$ cat config.mk
export PLATFORM = sky130hd
export DESIGN_NAME = rx78_pixel_fetch
export DESIGN_NICKNAME = d
export VERILOG_FILES = /design/src/rtl/rx78_pixel_fetch.sv
export SDC_FILE = /design/constraint.sdc
export NUM_CORES = 1
export LEC_CHECK = 0
export ABC_AREA = 1
export CAP_MARGIN = 20
export CORE_UTILIZATION = 35
export DETAILED_ROUTE_END_ITERATION = 6
export GPL_TIMING_DRIVEN = 0
export PLACE_DENSITY = 0.56
export SYNTH_ARGS = -nofsm -noshare
export SYNTH_HDL_FRONTEND = slang
export SYNTH_SLANG_ARGS = --single-unit
$ cat constraint.sdc
create_clock -name clk -period 9.45 [get_ports clk]
set_input_delay 1.89 -clock clk [delete_from_list [all_inputs] [get_ports clk]]
set_output_delay 1.89 -clock clk [all_outputs]
set_load 0.1 [all_outputs]
$ cat src/rtl/rx78_pixel_fetch.sv
// rtl/rx78_pixel_fetch.sv - RX-78 three-plane VRAM fetch and pixel serialiser.
// Optional palette storage is enabled by defining RX78_PALETTE_EN.
module rx78_pixel_fetch (
    input  logic        clk,
    input  logic        reset,
    input  logic        cen,
    input  logic [7:0]  hcount,
    input  logic [7:0]  vcount,
    input  logic        hb,
    input  logic        vb,
    output logic [14:0] vram_addr,
    input  logic [7:0]  vram_q,
    input  logic        pal_we,
    input  logic [2:0]  pal_addr,
    input  logic [5:0]  pal_din,
    output logic [7:0]  red,
    output logic [7:0]  green,
    output logic [7:0]  blue,
    output logic        fetch_err
);

    typedef enum logic [2:0] {S_IDLE, S_RD0, S_RD1, S_RD2, S_CAP} state_t;

    state_t      state_q, state_d;
    logic [14:0] addr_q, addr_d;
    logic [12:0] off_q, off_d;
    logic        blank_q, blank_d;
    logic [7:0]  cap0_q, cap0_d, cap1_q, cap1_d, cap2_q, cap2_d;
    logic [7:0]  hold0_q, hold0_d, hold1_q, hold1_d, hold2_q, hold2_d;
    logic [7:0]  sh0_q, sh0_d, sh1_q, sh1_d, sh2_q, sh2_d;
    logic [23:0] rgb_q, rgb_d;
    logic        err_q, err_d;

    logic        grp_trig, line_trig, trig;
    logic [7:0]  row_sel;
    logic [4:0]  grp_sel;
    logic [12:0] off_sel;
    logic        active;
    logic [2:0]  raw_idx, idx;
    logic [23:0] rgb_col;

    assign grp_trig  = cen && (hcount[2:0] == 3'd0) && (hcount <= 8'd176);
    assign line_trig = cen && (hcount == 8'd248);
    assign trig      = grp_trig || line_trig;
    // The line-start fetch prepares group 0 of the row about to be displayed.
    assign row_sel   = line_trig ? vcount + 8'd1 : vcount;
    assign grp_sel   = line_trig ? 5'd0 : hcount[7:3] + 5'd1;
    assign off_sel   = {5'd0, row_sel} * 13'd24 + {8'd0, grp_sel};
    assign active    = (hcount < 8'd192) && (vcount < 8'd184) && !hb && !vb;

    always_comb begin
        state_d = state_q;
        addr_d  = addr_q;
        off_d   = off_q;
        blank_d = blank_q;
        cap0_d  = cap0_q;
        cap1_d  = cap1_q;
        cap2_d  = cap2_q;
        hold0_d = hold0_q;
        hold1_d = hold1_q;
        hold2_d = hold2_q;
        err_d   = err_q;
        case (state_q)
            S_IDLE: if (trig) begin
                state_d = S_RD0;
                off_d   = off_sel;
                blank_d = (row_sel >= 8'd184);
                addr_d  = {2'd0, off_sel};
            end
            S_RD0: begin
                state_d = S_RD1;
                addr_d  = {2'd1, off_q};
            end
            S_RD1: begin
                state_d = S_RD2;
                cap0_d  = vram_q;
                addr_d  = {2'd2, off_q};
            end
            S_RD2: begin
                state_d = S_CAP;
                cap1_d  = vram_q;
            end
            S_CAP: begin
                state_d = S_IDLE;
                cap2_d  = vram_q;
                hold0_d = blank_q ? 8'd0 : cap0_q;
                hold1_d = blank_q ? 8'd0 : cap1_q;
                hold2_d = blank_q ? 8'd0 : vram_q;
            end
            default: state_d = S_IDLE;
        endcase
        if (trig && (state_q != S_IDLE)) err_d = 1'b1;
    end

`ifdef RX78_PALETTE_EN
    logic [5:0] pal_q [8];
    logic [5:0] ent;

    always_ff @(posedge clk) begin
        if (reset) begin
            for (int i = 0; i < 8; i++)
                pal_q[i] <= {{2{i[0]}}, {2{i[1]}}, {2{i[2]}}};
        end else if (pal_we) begin
            pal_q[pal_addr] <= pal_din;
        end
    end

    assign ent     = pal_q[idx];
    assign rgb_col = {{4{ent[5:4]}}, {4{ent[3:2]}}, {4{ent[1:0]}}};
`else
    logic unused_pal;
    assign unused_pal = ^{pal_we, pal_addr, pal_din};
    assign rgb_col    = {{8{idx[0]}}, {8{idx[1]}}, {8{idx[2]}}};
`endif

    // Group boundary pixels come straight from the holding registers so the
    // shifters never wait on the fetch that completes mid-group.
    always_comb begin
        raw_idx = 3'd0;
        idx     = 3'd0;
        sh0_d   = sh0_q;
        sh1_d   = sh1_q;
        sh2_d   = sh2_q;
        rgb_d   = rgb_q;
        if (cen) begin
            if (hcount[2:0] == 3'd0) begin
                raw_idx = {hold2_q[0], hold1_q[0], hold0_q[0]};
                sh0_d   = hold0_q >> 1;
                sh1_d   = hold1_q >> 1;
                sh2_d   = hold2_q >> 1;
            end else begin
                raw_idx = {sh2_q[0], sh1_q[0], sh0_q[0]};
                sh0_d   = sh0_q >> 1;
                sh1_d   = sh1_q >> 1;
                sh2_d   = sh2_q >> 1;
            end
            idx   = active ? raw_idx : 3'd0;
            rgb_d = rgb_col;
        end
    end

    always_ff @(posedge clk) begin
        if (reset) begin
            state_q <= S_IDLE;
            addr_q  <= 15'd0;
            off_q   <= 13'd0;
            blank_q <= 1'b0;
            cap0_q  <= 8'd0;
            cap1_q  <= 8'd0;
            cap2_q  <= 8'd0;
            hold0_q <= 8'd0;
            hold1_q <= 8'd0;
            hold2_q <= 8'd0;
            sh0_q   <= 8'd0;
            sh1_q   <= 8'd0;
            sh2_q   <= 8'd0;
            rgb_q   <= 24'd0;
            err_q   <= 1'b0;
        end else begin
            state_q <= state_d;
            addr_q  <= addr_d;
            off_q   <= off_d;
            blank_q <= blank_d;
            cap0_q  <= cap0_d;
            cap1_q  <= cap1_d;
            cap2_q  <= cap2_d;
            hold0_q <= hold0_d;
            hold1_q <= hold1_d;
            hold2_q <= hold2_d;
            sh0_q   <= sh0_d;
            sh1_q   <= sh1_d;
            sh2_q   <= sh2_d;
            rgb_q   <= rgb_d;
            err_q   <= err_d;
        end
    end

    assign vram_addr = addr_q;
    assign red       = rgb_q[23:16];
    assign green     = rgb_q[15:8];
    assign blue      = rgb_q[7:0];
    assign fetch_err = err_q;

endmodule

# After elaboration in Yosys (flattened, before gate mapping)
# Index checks and enable logic that the tools add are counted.
dict set report totals {
  inputBits 39
  reg_bits 114
  out_inout_bits 40
}
dict set report op_classes {
  reduce_logical 16
  eq_ne 6
  muxes 14
  addsub 3
  magnitude_cmp 4
  multipliers 1
}
# cell n
set op_table {}
lappend op_table {{$pmux W15 S3} 1}
lappend op_table {{$mux W8} 4}
lappend op_table {{$mux W7} 3}
lappend op_table {{$lt A8 B8 Y1 const B} 2}
lappend op_table {{$mux W15} 1}
lappend op_table {{$add A13 B5 Y13} 1}
lappend op_table {{$pmux W3 S4} 1}
lappend op_table {{$mul A8 B2 Y10 const B} 1}
lappend op_table {{$mux W3} 3}
lappend op_table {{$add A8 B1 Y8 const B} 1}
lappend op_table {{$eq A8 B8 Y1 const B} 1}
lappend op_table {{$ge A8 B8 Y1 const B} 1}
lappend op_table {{$le A8 B8 Y1 const B} 1}
lappend op_table {{$logic_and A1 B1 Y1} 7}
lappend op_table {{$eq A3 B2 Y1 const B} 2}
lappend op_table {{$logic_not A3 Y1} 2}
lappend op_table {{$reduce_bool A3 Y1} 2}
lappend op_table {{$add A5 B1 Y5 const B} 1}
lappend op_table {{$mux W5} 1}
lappend op_table {{$reduce_and A2 Y1} 2}
lappend op_table {{$eq A3 B1 Y1 const B} 1}
lappend op_table {{$eq A3 B3 Y1 const B} 1}
lappend op_table {{$logic_not A1 Y1} 2}
lappend op_table {{$ne A2 B2 Y1 const B} 1}
lappend op_table {{$logic_or A1 B1 Y1} 1}

# Depth between registers and ports, before layout
# Gate-level depths: netlist of run 1.
dict set report logic_depth {
  depth_word 7
  mapped_depth 25
  ltp_nobuf 25
}

# Worst setup path after synthesis of run 1
# OpenSTA, ideal clock, no wires.
dict set report synth_path {
  path_type {input port to flip-flop}
  startpoint {input port hcount[2]}
  endpoint {register off_q[12]}
  required_time_ps 9337
  path_stages 21
  setup_ps 113
  path_slack_ps 5062
  t_arrival_ps 4275
  path_cell_list {inv_1 -> nand2_1 -> nor2_4 -> nand3_4 -> buf_6 -> or3_1 -> xor2_1 -> inv_1 -> ha_1 -> nand2_1 -> nor2_1 -> a211oi_1 -> nand2_1 -> nand2_1 -> nand2_1 -> nor2_2 -> nand2_1 -> nand2_2 -> nand3_1 -> o211ai_2 -> inv_2}
}
dict set report synth_via {
  elab_chain_len 5
}
# element line_no
set synth_lines {}
lappend synth_lines {{from (decl)} 7} ;# input logic [7:0] hcount,
lappend synth_lines {{$eq A8 B8 Y1 or $logic_not A3 Y1 (tied branches)} {43, 42}}
lappend synth_lines {{$logic_and A1 B1 Y1, on equally long branches} {43, 42}}
lappend synth_lines {{$mux W8 or $logic_and A1 B1 Y1 (tied branches)} {46, 42}}
lappend synth_lines {{$mul A8 B2 Y10 or $logic_or A1 B1 Y1 (tied branches)} {48, 44}}
lappend synth_lines {{$add A13 B5 Y13 or $reduce_and A2 Y1 (tied branches)} --}
lappend synth_lines {{to (signal assigned)} 146} ;# off_q <= 13'd0;
lappend synth_lines {{to (signal assigned)} 162} ;# off_q <= off_d;
lappend synth_lines {{to (decl)} 26} ;# logic [12:0] off_q, off_d;
# Several ways; a longest one is shown, not always the timed one.
# A chain may end at the register's enable or synchronous reset.

# Worst setup path in the final report of run 1
dict set report layout_path {
  startpoint {input port hcount[3]}
  endpoint {register addr_q[12], in the netlist vram_addr[12]}
}
dict set report layout_via {
  elab_chain_len 7
}
# element line_no
set layout_lines {}
lappend layout_lines {{$eq A8 B8 Y1} 43} ;# assign line_trig = cen && (hcount == 8'd248);
lappend layout_lines {{$logic_and A1 B1 Y1} 43}
lappend layout_lines {{$mux W8} 46} ;# assign row_sel = line_trig ? vcount + 8'd1 : vcount;
lappend layout_lines {{$mul A8 B2 Y10} 48} ;# assign off_sel = {5'd0, row_sel} * 13'd24 + {8'd0, grp_sel};
lappend layout_lines {{$add A13 B5 Y13} 48}
lappend layout_lines {{$mux W15} 64} ;# S_IDLE: if (trig) begin
lappend layout_lines {{$pmux W15 S3} 63} ;# case (state_q)
lappend layout_lines {{to (signal assigned)} 161} ;# addr_q <= addr_d;
lappend layout_lines {{to (decl)} 25} ;# logic [14:0] addr_q, addr_d;
# Several ways; a longest one is shown, not always the timed one. The select of a mux whose other input is x is not followed.

==> flow_summary.yaml, run 1 <==
synthesis:
  synth-warning-count: 0
  synth-seq-area-share_pct: 37.7
  syn_nets: 777
  yosys-top-cells-area: "dfxtp_1, nand2_1, nand3_1"
  synth_top_area_cell: "dfxtp_1"
  ys_seq_elements: 97
  synth_top_area_share_pct: 37.7
  netlist_area_um2: 5150
  ys_types: 41
  syn_area_per_cell_um2: 7.11
  synth_cells: 724
timing:
  setup_tns_ns: 0
  slew_violations: 0
  finalCriticalPeriod_ns: 5.28
  setup_viol: 0
  hold_viol: 0
  fmax_mhz: 189
  fin_crit_sh_pct: 55.9
  hold_ws_ns: 0.466
  slew_headroom_pct: 34.2
  fin_worst_skew_ns: 0.00499
  rsz0062_at_grt: "false"
  fin_ws_ns: 4.17
  worst_pin_slew_ns: 0.984
worst_setup_path:
  required_ns: 9.66
  reg2reg_slack_ns: 7.60
  r2r_start: "state_q[2]"
  critical_path_class: "primary input to register"
  critPathArrivalTime_ns: 5.49
  worst-path-max-fanout: 10
  end_kind: "register"
  setup.worst_path.start_class: "primary input"
  r2r_cells: 8
  worstReg2RegEnd: "off_q[3]"
power:
  power.density_cell_area_nw_per_um2: 192
  power_leakage_nw: 2.78
  netSwitchingPower_w: 0.000459
  p_seq_share_pct: 37.8
  ir_drop_v: 0.000118
  combPwrFrac_pct: 32.1
  p_int_w: 0.000757
  p_sw_share_pct: 37.8
  pwr-share-clk_pct: 30.1
cts:
  cts.hold.buffers_added: 0
  cts_buffers: 9
  clock_path_buffers: 2
  post-cts-setup-buffer-count: 0
  cts-root-buf: "clkbuf_16"
  htree_levels: 3
  clk_pin_slew_ns: 0.06
  cts_tree: "done"
  clock_sinks: 97
  post_cts_resize_count: 0
  clk_latency_ns: 0.35
min_path:
  hold_class: "register to register"
  min_to: "vram_addr[13]"
  hold_path_depth: 2
  hp-start: "vram_addr[13]"
grt:
  grt_max_degree: 16
  grt_pass1_wl_um: 21800
  grt_use_total_pct: 18.4
  grt_antenna_before_repair: 0
  grt_pass1_vias: 4433
  gr-total-overflow: 0
place:
  gp_congestion: 0.820
  dpl.hpwl_um: 10200
  io_buffers: 67
  placed_cell_area_um2: 6050
  pre_cts_slack_ns: 3.88
finish:
  layout_common_cells: "nand2_1, dfxtp_1, nor2_1"
  post-route-util_pct: 45.0
  n_fill_cell: 1431
  design_area_um2: 6350
  finalNetCount: 856
  final_common_cell: "nand2_1"
  synthToLayoutAreaGrowth_pct: 23.3
  antenna_cells: 0
  drive_gt1_share_pct: 12.9
floorplanning:
  die_width_um: 123
  core_region_area_um2: 14100
  dieArea_um2: 15200
  pin_count: 79
  start_util_pct: 36.5
  row_count: 43
  die_y_um: 123
routing:
  num_vias: 4824
  ant_nets: 0
  drc: 0
  drt_iter0_markers: 264
  routedWlPerCell_um: 13.3
  firstDrtPassIters: 5
  vias_per_cell: 4.88
  drt_wl_total_um: 13200
run:
  drv_cap: 0
status:
  outcome: "finished, final reports clean"
==> critical path, stage by stage <==
cell	delay (ns)
clkdlybuf4s50_1	0.65
nand2_1	0.14
nor2_4	0.18
nand3_4	0.14
buf_6	0.19
or3_1	0.32
xor2_1	0.32
inv_1	0.12
ha_1	0.37
nand2_1	0.11
nor2_1	0.05
a211oi_1	0.27
nand2_1	0.09
nand2_1	0.06
nand2_1	0.11
nor2_2	0.15
nand2_1	0.08
nand2_2	0.07
nand3_2	0.06
nand2_2	0.07
a21oi_2	0.05
==> metal layers <==
| metal | vias up | part of all wire [%] | GRT usage (%) |
|---|---|---|---|
| met5 | - | 0 | 0 |
| met4 | 0 | 1.1 | 5.12 |
| met3 | 12 | 4.9 | 3.18 |
| met2 | 113 | 42 | 27.3 |
| met1 | 2211 | 52 | 27.2 |
| li1 | 2488 | - | - |
==> synth_stat cells, drive strengths merged <==
| cell type | n |
|---|---|
| buf | 30 |
| or3 | 1 |
| o21ai | 42 |
| dfxtp | 97 |
| a31oi | 5 |
| o21bai | 1 |
| a2111oi | 1 |
| nand2 | 171 |
| a211oi | 3 |
| nor2 | 80 |
| nand4 | 3 |
| nor3 | 1 |
| a21oi | 56 |
| a31o | 1 |
| a221oi | 1 |
| clkinv | 2 |
| xor2 | 8 |
| inv | 78 |
| ha | 13 |
| or2 | 2 |
| nand3 | 76 |
| nand3b | 2 |
| a21o | 1 |
| clkbuf | 24 |
| fa | 1 |
| o211ai | 24 |
==> cell type report <==
class / count / area [um^2] / share of cell area, %
Tap cell: 180 / 225 / 3.55
Clock inverter: 5 / 55.1 / 0.867
Timing Repair Buffer: 68 / 676 / 10.6
Inverter: 80 / 300 / 4.73
Buffer: 54 / 293 / 4.61
Clock buffer: 11 / 243 / 3.82
Sequential cell: 97 / 1940 / 30.6
Multi-Input combinational cell: 493 / 2620 / 41.2
==> sequential cells by signal, indices dropped and copies added (netlist names) <==
signal / count
sh2_q: 7
rgb_q: 3
hold2_q: 8
fetch_err: 1
state_q: 3
cap1_q: 8
blank_q: 1
cap0_q: 8
vram_addr: 15
hold0_q: 8
sh1_q: 7
sh0_q: 7
off_q: 13
hold1_q: 8
==> worst max-delay path by stage <==
stage,cells past startpoint,to,startpoint
final,21,vram_addr[12],hcount[3]
after global routing,21,off_q[12],hcount[3]
after CTS,21,vram_addr[12],hcount[3]
after detailed placement,21,vram_addr[12],hcount[3]
after global placement,21,vram_addr[12],hcount[3]
after floorplan,21,off_q[12],hcount[2]
==> power groups by stage <==
stage	clock network [W]	registers [W]	logic (W)
6_report	0.000366	0.000459	0.000390
5_1_grt	0.000389	0.000463	0.000420
4_1_cts	0.000375	0.000460	0.000391
3_5_place_dp	0	0.000469	0.000390
3_3_place_gp	0	0.000468	0.000385
2_1_floorplan	0	0.000577	0.000181
==> logic make-up (layout without fill, tap and decap cells) <==
kind of cell | Yosys count | after routing | synth area share, %
AOI/OAI and AO/OA | 135 | 135 | 15.3
adders and majority gates | 14 | 14 | 3.55
xor gates and xnor gates | 8 | 8 | 1.36
and+or+nand+nor | 336 | 336 | 30.6
buffers and inverters | 134 | 218 | 11.5
DFF | 97 | 97 | 37.7
==> metrics by stage <==
step / total power (W) / std cells
after global placement: 0.000853 / 971
after floorplan: 0.000758 / 724
after CTS: 0.00123 / 988
final: 0.00122 / 988
after detailed placement: 0.000859 / 972
after global routing: 0.00127 / 988
Note: power is estimated with default switching activity, not from simulation.
==> inputs of run 2 (changes only) <==
==> constraint.sdc (replaced) <==
create_clock -name clk -period 4.96 [get_ports clk]
set_input_delay 0.992 -clock clk [delete_from_list [all_inputs] [get_ports clk]]
set_output_delay 0.992 -clock clk [all_outputs]
set_load 0.1 [all_outputs]
==> results of run 2 <==
The final DEF is identical to that of run 1. Status: finished, final reports clean.
Among the figures that moved: setup slack after placement 3.88 ns -> 0.286 ns; setup slack after layout 4.17 ns -> 0.579 ns; register-to-register setup slack 7.60 ns -> 3.11 ns; total power 0.00122 W -> 0.00232 W; worst IR drop on VDD 0.000118 V -> 0.000225 V
==> inputs of run 3 (changes only) <==
==> constraint.sdc (replaced) <==
create_clock -name clk -period 4.96 [get_ports clk]
set_input_delay 0.496 -clock clk [delete_from_list [all_inputs] [get_ports clk]]
set_output_delay 0.496 -clock clk [all_outputs]
set_load 0.1 [all_outputs]
==> results of run 3 <==
The final DEF is identical to that of run 1. Status: finished, final reports clean.
Among the figures that moved: setup slack after placement 3.88 ns -> 0.782 ns; setup slack after layout 4.17 ns -> 1.07 ns; register-to-register setup slack 7.60 ns -> 3.11 ns; total power 0.00122 W -> 0.00232 W; worst IR drop on VDD 0.000118 V -> 0.000225 V
